--- src/rtl/demux_pkg.sv ---
// Shared constants and helpers for the 1-to-N word demultiplexer.
package demux_pkg;

  // Lane steering modes.
  localparam int DEMUX_RR  = 32'sd0;
  localparam int DEMUX_SEL = 32'sd1;

  // Width of a lane index for a given lane count (never narrower than 1 bit).
  function automatic int lane_idx_width(input int lanes);
    if (lanes > 32'sd1) begin
      return $clog2(lanes);
    end else begin
      return 32'sd1;
    end
  endfunction

endpackage

--- src/rtl/demux_lane_reg.sv ---
// One-entry output register for a single demux lane with ready/valid handshake.
module demux_lane_reg #(
  parameter int WIDTH = 8
) (
  input  logic             clk,
  input  logic             reset_L,
  input  logic             load,
  input  logic [WIDTH-1:0] load_data,
  input  logic             out_ready,
  output logic             out_valid,
  output logic [WIDTH-1:0] out_data,
  output logic             free
);

  // The lane can take a word when it is empty or is being drained this cycle.
  assign free = !out_valid | out_ready;

  // Lane state: a load wins over a drain, so back-to-back words keep valid high.
  always_ff @(posedge clk or negedge reset_L) begin
    if (!reset_L) begin
      out_valid <= 1'b0;
      out_data  <= {WIDTH{1'b0}};
    end else if (load) begin
      out_valid <= 1'b1;
      out_data  <= load_data;
    end else if (out_valid & out_ready) begin
      out_valid <= 1'b0;
    end else begin
      out_valid <= out_valid;
    end
  end

endmodule

--- src/rtl/demux_1xn_rr.sv ---
// 1-to-LANES word demultiplexer: round-robin or explicit lane select, with a
// one-entry handshake register per lane so backpressure stalls the source.
module demux_1xn_rr
  import demux_pkg::*;
#(
  parameter int WIDTH = 8,
  parameter int LANES = 4,
  parameter int MODE  = DEMUX_RR
) (
  input  logic                                 clk,
  input  logic                                 reset_L,
  input  logic [WIDTH-1:0]                     in_data,
  input  logic                                 in_valid,
  output logic                                 in_ready,
  input  logic [lane_idx_width(LANES)-1:0]     in_sel,
  input  logic                                 realign,
  output logic [LANES*WIDTH-1:0]               out_data,
  output logic [LANES-1:0]                     out_valid,
  input  logic [LANES-1:0]                     out_ready,
  output logic [lane_idx_width(LANES)-1:0]     ptr
);

  localparam int SW = lane_idx_width(LANES);
  localparam logic [SW-1:0] PTR_ZERO = SW'(0);
  localparam logic [SW-1:0] PTR_ONE  = SW'(1);

  logic [SW-1:0]    ptr_r;
  logic [SW-1:0]    tgt_s;
  logic [LANES-1:0] free_s;
  logic [LANES-1:0] load_s;
  logic             acc_s;

  // Target lane: the round-robin pointer, or the caller's select in SEL mode.
  always_comb begin
    tgt_s = ptr_r;
    if (MODE == DEMUX_SEL) begin
      tgt_s = in_sel;
    end else begin
      tgt_s = ptr_r;
    end
  end

  // Only the target lane's state gates the input; a stalled target blocks
  // even when other lanes are free, so the pointer never skips a lane.
  assign in_ready = free_s[tgt_s];
  assign acc_s    = in_valid & in_ready;
  assign ptr      = ptr_r;

  // One-hot load decode of the accepted word onto its target lane.
  always_comb begin
    load_s = {LANES{1'b0}};
    for (int k = 0; k < LANES; k++) begin
      load_s[k] = acc_s & (tgt_s == SW'(k));
    end
  end

  // Round-robin pointer: realign beats the increment; held at 0 in SEL mode.
  always_ff @(posedge clk or negedge reset_L) begin
    if (!reset_L) begin
      ptr_r <= PTR_ZERO;
    end else if (MODE == DEMUX_SEL) begin
      ptr_r <= PTR_ZERO;
    end else if (realign) begin
      ptr_r <= PTR_ZERO;
    end else if (acc_s) begin
      ptr_r <= ptr_r + PTR_ONE;
    end else begin
      ptr_r <= ptr_r;
    end
  end

  for (genvar k = 0; k < LANES; k++) begin : g_lane
    demux_lane_reg #(
      .WIDTH(WIDTH)
    ) u_lane (
      .clk       (clk),
      .reset_L   (reset_L),
      .load      (load_s[k]),
      .load_data (in_data),
      .out_ready (out_ready[k]),
      .out_valid (out_valid[k]),
      .out_data  (out_data[k*WIDTH +: WIDTH]),
      .free      (free_s[k])
    );
  end

endmodule

--- config.mk ---
export PLATFORM = sky130hd
export DESIGN_NAME = demux_1xn_rr
export DESIGN_NICKNAME = d
export VERILOG_FILES = /design/src/rtl/demux_pkg.sv /design/src/rtl/demux_lane_reg.sv /design/src/rtl/demux_1xn_rr.sv
export SDC_FILE = /design/constraint.sdc
export NUM_CORES = 1
export LEC_CHECK = 0
export ABC_AREA = 1
export CAP_MARGIN = 15
export CORE_ASPECT_RATIO = 1.1
export CORE_MARGIN = 2
export CORE_UTILIZATION = 49
export CTS_CLUSTER_DIAMETER = 50
export DETAILED_ROUTE_END_ITERATION = 10
export PLACE_DENSITY = 0.95
export SYNTH_ARGS = -nofsm -noshare
export SYNTH_HDL_FRONTEND = slang
export SYNTH_SLANG_ARGS = --single-unit
export TNS_END_PERCENT = 5
--- constraint.sdc ---
create_clock -name clk -period 1.95 [get_ports clk]
set_clock_uncertainty 0.05 [all_clocks]
set_input_delay 0.195 -clock clk [delete_from_list [all_inputs] [get_ports clk]]
set_output_delay 0.195 -clock clk [all_outputs]
set_load 0.005 [all_outputs]
==> metrics <==
outcome complete, no violations; Final Util 70.03%; Post-synth ARST share 100.0%; Initial Util 52.29%; Startpoint Class flop; total of max-cap violations 0; Final min period 1.573 ns; sequence of cells on the critical path inv_2 -> nand3_2 -> nand3_2 -> nand2_2 -> dlymetal6s2s_1; CP endpoint in_ready; CTS tree yes; Crit-path slowest cell dfrtp_2; Final GP Congestion 0.8344; reg2reg path depth 5; Reg2Reg Setup Slack 0.47 ns; initial drt markers 70; WP depth 5; clk root buf clkbuf_4; Cell Area, Synth 1770 sq um; maximum clock path buffer count 2; sequential share of the synthesized area 53.71%; Buffers on Ports 54; num ports 57; antenna violations before repair 0; Detailed Place HPWL 2.896 mm; share of layout cells above drive strength 1 9.746%; Critical Path RT 1.70 ns; Clk pin slew, worst setup/hold paths 0.11 ns; Mean Syn Cell Area 9.468 sq um; RR Startpoint ptr[0]; setup tns final 0 ns; Yosys reg bits 38; area delta synth->final 33.92%; leakage 1.147 nW; Buf/Inv on CP 2; Post-synth EDFFs 0; Synth Warn # 0; Die W 61.31 microns; largest cells by area after synthesis dfrtp_1 (54%), nand2_1 (16%), nand4_1 (12%); Synth top area share 53.71%; pwr dens 1319 nW/um^2; Max Freq 635.8 MHz; Pre-antenna DRT Iters 4; WL final 4.079 mm; clock sink count 38; Inserted Diodes 0; commonest cells in the netlist nand2_1 (75), dfrtp_1 (38), nand4_1 (34), buf_4 (8), buf_2 (5); H-Tree Level Count 2; Worst VDD drop 0.6269 mV; via count 1,484; Post-synth top flop dfrtp_1; post-synth top area cell dfrtp_1; critical path launch point ptr[0]; syn nets 209; Via density 5.225; row count 22; slew margin rel. 68.65%; Worst Path Class, Setup flop to output pin; r2r endpoint g_lane[2].u_lane.out_data[7]; Final nets 257; Remaining DRCs 0; Wirelength per Cell 14.36 microns; Global Route Usage Sum 21.80%; crit-path max cell delay 0.48 ns; Post-Synthesis Cells 187; grt ovf 0; Crit. End Element output pin; core area 3386 sq um; CP Data Arrival Time 1.33 ns; worst skew pair latency 0.33 ns; total power 3.127 mW; Most common cell on crit path nand3_2; number of unique standard cell types used by synthesis 15; die extent in y 67.05 microns; Least-Margin Pin Slew 0.4702 ns; CTS Buf Count 5; CP top delay family flip-flops; final slew viol count 0; Detail Route Antenna Nets 0; count leader, synth nand2_1; largest net degree at the start of global routing 40; Hold Path Class input pin to async pin; Setup violations, final 0; vias in the first global route 1,354; critical-path maximum fanout 7; Fin. Hold Viols 0; fin crit share 80.66%; cts hold-fix bufs 0; first-pass GRT wire length 6.458 mm; Setup Fix Bufs, Post-CTS 0; RSZ-0062 raised after global routing false; die footprint 4111 sq um
-- worst reg2reg max path: cells and delay by family (launching register included) --
family                   cells  cell delay (ns)
flip-flops                   1             0.48
AND/OR/NAND/NOR              3             0.33
adder cells (fa/ha/maj)      1             0.39
buffers and inverters        1             0.13
-- cell usage in the layout, fill, tap and decap left out, drive strengths merged, types with 3 or more instances in the layout --
| cell | instances |
|---|---|
| dfrtp | 38 |
| clkinv | 3 |
| ha | 4 |
| nand3 | 12 |
| inv | 5 |
| nand2 | 76 |
| clkbuf | 7 |
| nand4 | 34 |
| buf | 3 |
| clkdlybuf4s50 | 53 |
-- where the power goes --
group          leakage [nW]  internal, mW  total (mW)  switching, mW
clock network        0.0353         0.175       0.420          0.245
logic                 0.626         0.801        1.38          0.580
registers             0.486          1.12        1.33          0.206
-- worst min-delay path by stage --
stage                     slack (ns)  cells past startpoint                      endpoint
final                           0.22                      2  g_lane[2].u_lane.out_data[2]
after global routing            0.26                      2  g_lane[2].u_lane.out_data[2]
after CTS                       0.23                      2  g_lane[3].u_lane.out_data[4]
after detailed placement        0.41                      2  g_lane[1].u_lane.out_data[5]
after global placement          0.41                      2  g_lane[1].u_lane.out_data[5]
after floorplan                -0.15                      0  g_lane[0].u_lane.out_data[0]
-- routing by layer --
| metal | up-vias | GRT usage [%] | share of wire [%] |
|---|---|---|---|
| li1 | 731 | - | - |
| met1 | 685 | 27.85 | 40 |
| met2 | 60 | 35.51 | 51 |
| met3 | 8 | 3.495 | 6.7 |
| met4 | 0 | 10.05 | 2.0 |
| met5 | - | 0 | 0 |
-- per-stage QoR --
step	cells	setup slack, ns	hold WS [ns]	cell area, sq um
6_report	284	0.3772	0.2165	2371
2_1_floorplan	187	0.6825	-0.1506	1770
4_1_cts	284	0.008255	0.2329	2367
3_3_place_gp	276	0.2123	0.4051	2306
5_1_grt	284	0.3012	0.2630	2371
3_5_place_dp	276	0.1894	0.4082	2306
-- area by class of cell --
type,instances,area [sq um]
multi-input combinational,126,680.7
sequential,38,953.4
tap,48,60.06
fill,263,1015
timing repair buffer,57,590.6
inverter,7,26.28
clock buffer,7,55.05
clock inverter,1,5.005
-- sequential cells by signal (all words and copies together) (netlist names) --
name	cells
g_lane.u_lane.out_data	32
g_lane.u_lane.out_valid	4
ptr	2
-- logic make-up (layout without fill, tap and decap cells) --
group	after synthesis	after routing	share of synthesized area, %
adders and majority gates	4	4	2.827
buffers and inverters	23	72	7.844
DFF	38	38	53.71
and+or+nand+nor	122	122	35.62
-- repair_timing --
action / 4_1_cts / 5_1_grt
pin swaps: 0 / 0
resized for setup: 1 / 3
hold endpoints to repair: 0 / 0
setup endpoints to repair: 1 / 1
gates cloned: 0 / 0
No activity file was read; power rests on OpenSTA's default activity.
